<file path="src/rtl/dmem_sram_bridge_if.sv">
// SRAM-like data bus between the M-stage bridge (master) and the data memory (slave).
// One request is in flight at a time: req/addr_ok handshake first, then data_ok.
interface dmem_sram_bridge_if;
   logic        data_req;
   logic        data_wr;
   logic [1:0]  data_size;
   logic [31:0] data_addr;
   logic [31:0] data_wdata;
   logic        data_addr_ok;
   logic        data_data_ok;
   logic [31:0] data_rdata;

   modport master (
      output data_req, data_wr, data_size, data_addr, data_wdata,
      input  data_addr_ok, data_data_ok, data_rdata
   );

   modport slave (
      input  data_req, data_wr, data_size, data_addr, data_wdata,
      output data_addr_ok, data_data_ok, data_rdata
   );
endinterface

</file>
<file path="src/rtl/dmem_sram_bridge.sv">
// M-stage load/store to SRAM-like bus bridge; stalls the pipeline for at least 2 cycles per
// access (req+addr_ok, then data_ok) and holds load data in DONE until the M stage advances.
module dmem_sram_bridge (
   input  logic        clk,
   input  logic        rst,
   input  logic        mem_en,
   input  logic [3:0]  mem_wen,
   input  logic [31:0] mem_addr,
   input  logic [31:0] mem_wdata,
   input  logic        mem_flush,
   input  logic        m_advance,
   output logic [31:0] mem_rdata,
   output logic        mem_stall,
   dmem_sram_bridge_if.master bus
);

   typedef enum logic [2:0] {IDLE, WAIT_ADDR, WAIT_DATA, DONE, DRAIN} stateT;

   stateT       state;
   logic        killed;
   logic        reqWr;
   logic [1:0]  reqSize;
   logic [31:0] reqAddr;
   logic [31:0] reqWdata;

   logic        decWr;
   logic [1:0]  decSize;
   logic [31:0] decAddr;
   logic        issue;

   // Loads always fetch the whole word; byte/half extraction happens in W.
   always_comb begin
      decSize = 2'd2;
      decAddr = {mem_addr[31:2], 2'b00};
      case (mem_wen)
         4'b0001: decSize = 2'd0;
         4'b0010: begin decSize = 2'd0; decAddr[1:0] = 2'b01; end
         4'b0100: begin decSize = 2'd0; decAddr[1:0] = 2'b10; end
         4'b1000: begin decSize = 2'd0; decAddr[1:0] = 2'b11; end
         4'b0011: decSize = 2'd1;
         4'b1100: begin decSize = 2'd1; decAddr[1:0] = 2'b10; end
         default: ;
      endcase
   end

   assign decWr = |mem_wen;
   assign issue = (state == IDLE) & mem_en & ~mem_flush;

   // Fields come from the latch once issued, so a flush that bubbles M cannot
   // alter or withdraw a request still waiting for addr_ok.
   assign bus.data_req   = issue | (state == WAIT_ADDR);
   assign bus.data_wr    = (state == IDLE) ? decWr     : reqWr;
   assign bus.data_size  = (state == IDLE) ? decSize   : reqSize;
   assign bus.data_addr  = (state == IDLE) ? decAddr   : reqAddr;
   assign bus.data_wdata = (state == IDLE) ? mem_wdata : reqWdata;

   assign mem_stall = issue | (state == WAIT_ADDR) | (state == WAIT_DATA) | (state == DRAIN);

   always_ff @(posedge clk) begin
      if (rst) begin
         state     <= IDLE;
         killed    <= 1'b0;
         mem_rdata <= 32'd0;
         reqWr     <= 1'b0;
         reqSize   <= 2'd0;
         reqAddr   <= 32'd0;
         reqWdata  <= 32'd0;
      end else begin
         case (state)
            IDLE: begin
               killed <= 1'b0;
               if (issue) begin
                  reqWr    <= decWr;
                  reqSize  <= decSize;
                  reqAddr  <= decAddr;
                  reqWdata <= mem_wdata;
                  state    <= bus.data_addr_ok ? WAIT_DATA : WAIT_ADDR;
               end
            end
            WAIT_ADDR: begin
               if (mem_flush) killed <= 1'b1;
               if (bus.data_addr_ok) state <= (killed | mem_flush) ? DRAIN : WAIT_DATA;
            end
            WAIT_DATA: begin
               if (mem_flush) killed <= 1'b1;
               if (bus.data_data_ok) begin
                  if (killed | mem_flush) begin
                     state <= IDLE;
                  end else begin
                     if (!reqWr) mem_rdata <= bus.data_rdata;
                     state <= DONE;
                  end
               end
            end
            DONE: begin
               // Stay put (no re-issue) while another unit holds the pipeline.
               if (m_advance | mem_flush) state <= IDLE;
            end
            DRAIN: begin
               if (bus.data_data_ok) state <= IDLE;
            end
            default: state <= IDLE;
         endcase
      end
   end

endmodule
</file>
<file path="src/flat_wrapper.sv">
// flat-port wrapper written by rule: the top's interface ports become plain ports
module dmem_sram_bridge_flat 
  (clk, rst, mem_en, mem_wen, mem_addr, mem_wdata, mem_flush, m_advance, mem_rdata, mem_stall, bus_data_req, bus_data_wr, bus_data_size, bus_data_addr, bus_data_wdata, bus_data_addr_ok, bus_data_data_ok, bus_data_rdata);
  dmem_sram_bridge_if bus_i ();
  input  logic clk;
  input  logic rst;
  input  logic mem_en;
  input  logic [3:0] mem_wen;
  input  logic [31:0] mem_addr;
  input  logic [31:0] mem_wdata;
  input  logic mem_flush;
  input  logic m_advance;
  output logic [31:0] mem_rdata;
  output logic mem_stall;
  output wire logic [$bits(bus_i.data_req)-1:0] bus_data_req;
  output wire logic [$bits(bus_i.data_wr)-1:0] bus_data_wr;
  output wire logic [$bits(bus_i.data_size)-1:0] bus_data_size;
  output wire logic [$bits(bus_i.data_addr)-1:0] bus_data_addr;
  output wire logic [$bits(bus_i.data_wdata)-1:0] bus_data_wdata;
  input wire logic [$bits(bus_i.data_addr_ok)-1:0] bus_data_addr_ok;
  input wire logic [$bits(bus_i.data_data_ok)-1:0] bus_data_data_ok;
  input wire logic [$bits(bus_i.data_rdata)-1:0] bus_data_rdata;
  assign bus_data_req = bus_i.data_req;
  assign bus_data_wr = bus_i.data_wr;
  assign bus_data_size = bus_i.data_size;
  assign bus_data_addr = bus_i.data_addr;
  assign bus_data_wdata = bus_i.data_wdata;
  assign bus_i.data_addr_ok = bus_data_addr_ok;
  assign bus_i.data_data_ok = bus_data_data_ok;
  assign bus_i.data_rdata = bus_data_rdata;
  dmem_sram_bridge u_core (.clk(clk), .rst(rst), .mem_en(mem_en), .mem_wen(mem_wen), .mem_addr(mem_addr), .mem_wdata(mem_wdata), .mem_flush(mem_flush), .m_advance(m_advance), .mem_rdata(mem_rdata), .mem_stall(mem_stall), .bus(bus_i));
endmodule
</file>
<file path="config.mk">
export PLATFORM = sky130hd
export DESIGN_NAME = dmem_sram_bridge_flat
export DESIGN_NICKNAME = d
export VERILOG_FILES = /design/src/rtl/dmem_sram_bridge_if.sv /design/src/rtl/dmem_sram_bridge.sv /design/src/flat_wrapper.sv
export SDC_FILE = /design/constraint.sdc
export NUM_CORES = 1
export LEC_CHECK = 0
export BUFFER_PORTS_ARGS = -buffer_cell sky130_fd_sc_hd__clkbuf_2
export CAP_MARGIN = 20
export CORE_MARGIN = 1.5
export CORE_UTILIZATION = 51
export CTS_CLUSTER_SIZE = 12
export DETAILED_ROUTE_END_ITERATION = 12
export GPL_TIMING_DRIVEN = 0
export PLACE_DENSITY = 0.86
export SETUP_SLACK_MARGIN = 0.2
export SKIP_LAST_GASP = 1
export SLEW_MARGIN = 20
export SYNTH_ARGS = -nofsm -noshare
export SYNTH_HDL_FRONTEND = slang
export SYNTH_SLANG_ARGS = --single-unit
export TNS_END_PERCENT = 50
</file>
<file path="constraint.sdc">
create_clock -name clk -period 2.4 [get_ports clk]
set_input_delay 0.12 -clock clk [delete_from_list [all_inputs] [get_ports clk]]
set_output_delay 0.12 -clock clk [all_outputs]
set_load 0.01 [all_outputs]
</file>
==> out/qor.csv <==
metric,value,unit
grt_usage,32.4,%
wl_met3,949,microns
synth-edff-count,0,
vias,5797,
clkPwrFrac,26.4,%
synth-compound-area-share,13.2,%
grt_overflow_total,0,
postCtsSetupRepairBufs,0,
cp-end-kind,output pin,
drv_slew,0,
finalWirelength,16.0,mm
nFillCells,598,
synthAdderAreaFrac,0,%
dieHeight,98.3,microns
post-route-period-util,88.2,%
ys_types,38,
synth_xor_area_share,0.756,%
path_max_fanout,10,
clk_pin_slew,0.11,ns
dpl.hpwl,9.41,mm
port_buffers,205,
final_util,79.6,%
worst_pin_slew,0.582,ns
coreArea,8760,sq um
switchingPower,1420,uW
initial_core_util,52.9,%
outcome,completed,
crit_type,reg2out,
synth_fp_nets,801,
wl_met2,8.07,mm
p_comb_share,29.0,%
p_sw_share,34.4,%
hold_path_class,in2reg,
yosysWarnings,0,
p_per_area,590,nW/um^2
synth_seq_area_share,44.5,%
power.internal,2700,uW
gp_congestion,0.884,
drive_gt1_share,25.5,%
yosys.area.top_type,dfxtp_1,
maxSlewHeadroom,61.2,%
cts_buffer_depth,2,
synth_mux_area_share,0.243,%
wirelength_met1,6.09,mm
skew,0.0200,ns
via_per_inst,5.19,
leakagePower,0.00329,uW
synth_area_leaders,"dfxtp_1, nand2_1, a21oi_1",
setup.worst_path.start_class,flop,
dieArea,9670,sq um
area_growth,50.5,%
timing.final.crit_period,2.12,ns
cts.htree.levels,3,
synth_ff_type,dfxtp_1,
cts_buffers,9,
worstPathRequired,2.28,ns
num_antenna_cells,0,
drt-initial-drc-count,320,
yosys.area_share.simple,35.6,%
synth_area,4630,sq um
async_flop_share,0,%
ios,208,
grt_pass1_vias,5569,
netlist_instances,694,
cap_violations,0,
final_nets,1111,
antenna_found_initial,0,
syn_avg_cell_area,6.68,sq um
clock.fmax,0.472,GHz
drc,0,
synth.ff_latch_count,103,
rows,34,
clock-root-buffer,clkbuf_8,
grt_pass1_wl,25.5,mm
clk_latency,0.38,ns
tns,0,ns
wl_per_cell,14.3,microns
sequentialPowerShare,44.5,%
hold_viol,0,
grt_max_degree,21,
ant_nets,0,
cts_num_sinks,103,
cts_tree,built,
synth_top_area_share,44.5,%
cp.arrival,2.00,ns
dr.pass1.iters,6,
peakVddDrop,0.000507,V
synth_top_family_by_area,simple AND/OR/NAND/NOR gates,
whs,0.0731,ns
die_width,98.3,microns
top_layer,met4,
setup_viol,0,
rsz0062_at_grt,false,
path summary, 6_finish.rpt:
check / start / to / slack [ns] / cells past startpoint
setup / recovery: u_core.state[2] / mem_stall / 0.28 / 7
hold / removal: rst / u_core.state[0] / 0.07 / 3
setup reg to reg: u_core.state[1] / u_core.mem_rdata[16] / 0.67 / 6
hold reg to reg: u_core.reqWdata[8] / u_core.reqWdata[8] / 0.46 / 2
synth_stat cells, types with 2 or more instances:
library cell	count
o21ai_0	6
a21oi_1	97
dfxtp_1	103
nor3b_1	4
buf_2	13
nor2b_1	3
nand2b_1	2
a31oi_1	2
a211oi_1	2
xnor2_1	3
nor3_1	4
clkbuf_1	24
nand2_1	386
o31ai_1	3
nor2_1	7
buf_1	7
buf_6	7
routing by layer:
metal  vias to the layer above  GRT usage (%)
met5                         -              0
met4                         0           19.0
met1                      2636           36.3
li1                       2822              -
met3                        78           6.16
met2                       261           56.8
stage by stage:
step | setup WS [ns] | power (uW) | cells | area (sq um)
2_1_floorplan | 0.883 | 2460 | 694 | 4630
3_3_place_gp | 0.473 | 2870 | 1007 | 5790
3_5_place_dp | 0.448 | 2880 | 1007 | 5790
4_1_cts | 0.139 | 4070 | 1117 | 6930
5_1_grt | 0.203 | 4310 | 1117 | 6970
6_report | 0.283 | 4120 | 1117 | 6970
flip-flops by register name, summed over array words and instances (netlist names):
register and cells:
u_core.mem_rdata 32, u_core.state 3, u_core.reqSize 2, u_core.killed 1, u_core.reqAddr 32, u_core.reqWr 1, u_core.reqWdata 32
layout by cell type (no fill, tap or decap), types with 7 or more instances in the layout:
cell,instances
nor2_1,7
buf_6,7
clkbuf_2,205
clkbuf_1,23
clkbuf_8,9
nand2_1,386
a21oi_1,97
dfxtp_1,100
buf_2,16
dlygate4sd3_1,94
cell type report:
type / instances / area [sq um] / area share (%)
flip-flops and latches: 103 / 2070 / 29.6
clock inverters: 7 / 68.8 / 0.987
repair buffers: 299 / 1970 / 28.2
multi-input cells: 539 / 2320 / 33.2
inverters: 1 / 3.75 / 0.0538
plain buffers: 51 / 290 / 4.16
well taps: 108 / 135 / 1.94
clock buffers: 9 / 124 / 1.78
logic make-up after synthesis:
family,Yosys count
AOI/OAI and AO/OA,116
buffers and inverters,52
xor gates and xnor gates,4
DFF,103
and+or+nand+nor,418
muxes,1
power groups by stage:
stage               clock network [uW]  logic [uW]  registers, uW
detailed placement                   0        1020           1870
floorplan                            0         593           1860
CTS                               1090        1140           1830
global placement                     0        1010           1870
global route                      1150        1310           1840
finish                            1090        1200           1830
critical path, stage by stage (launching register included):
cell and delay [ns]:
dfxtp_2 0.34, or3_4 0.37, or2_1 0.22, buf_6 0.13, buf_8 0.14, buf_6 0.14, o211ai_1 0.11, buf_2 0.17
repair_timing:
item | CTS | global route
hold buffers | 94 | 0
hold endpoints to repair | 94 | 0
setup endpoints to repair | 62 | 64
pin swaps | 0 | 2
resized for setup | 5 | 19
No activity file was read; power rests on OpenSTA's default activity.
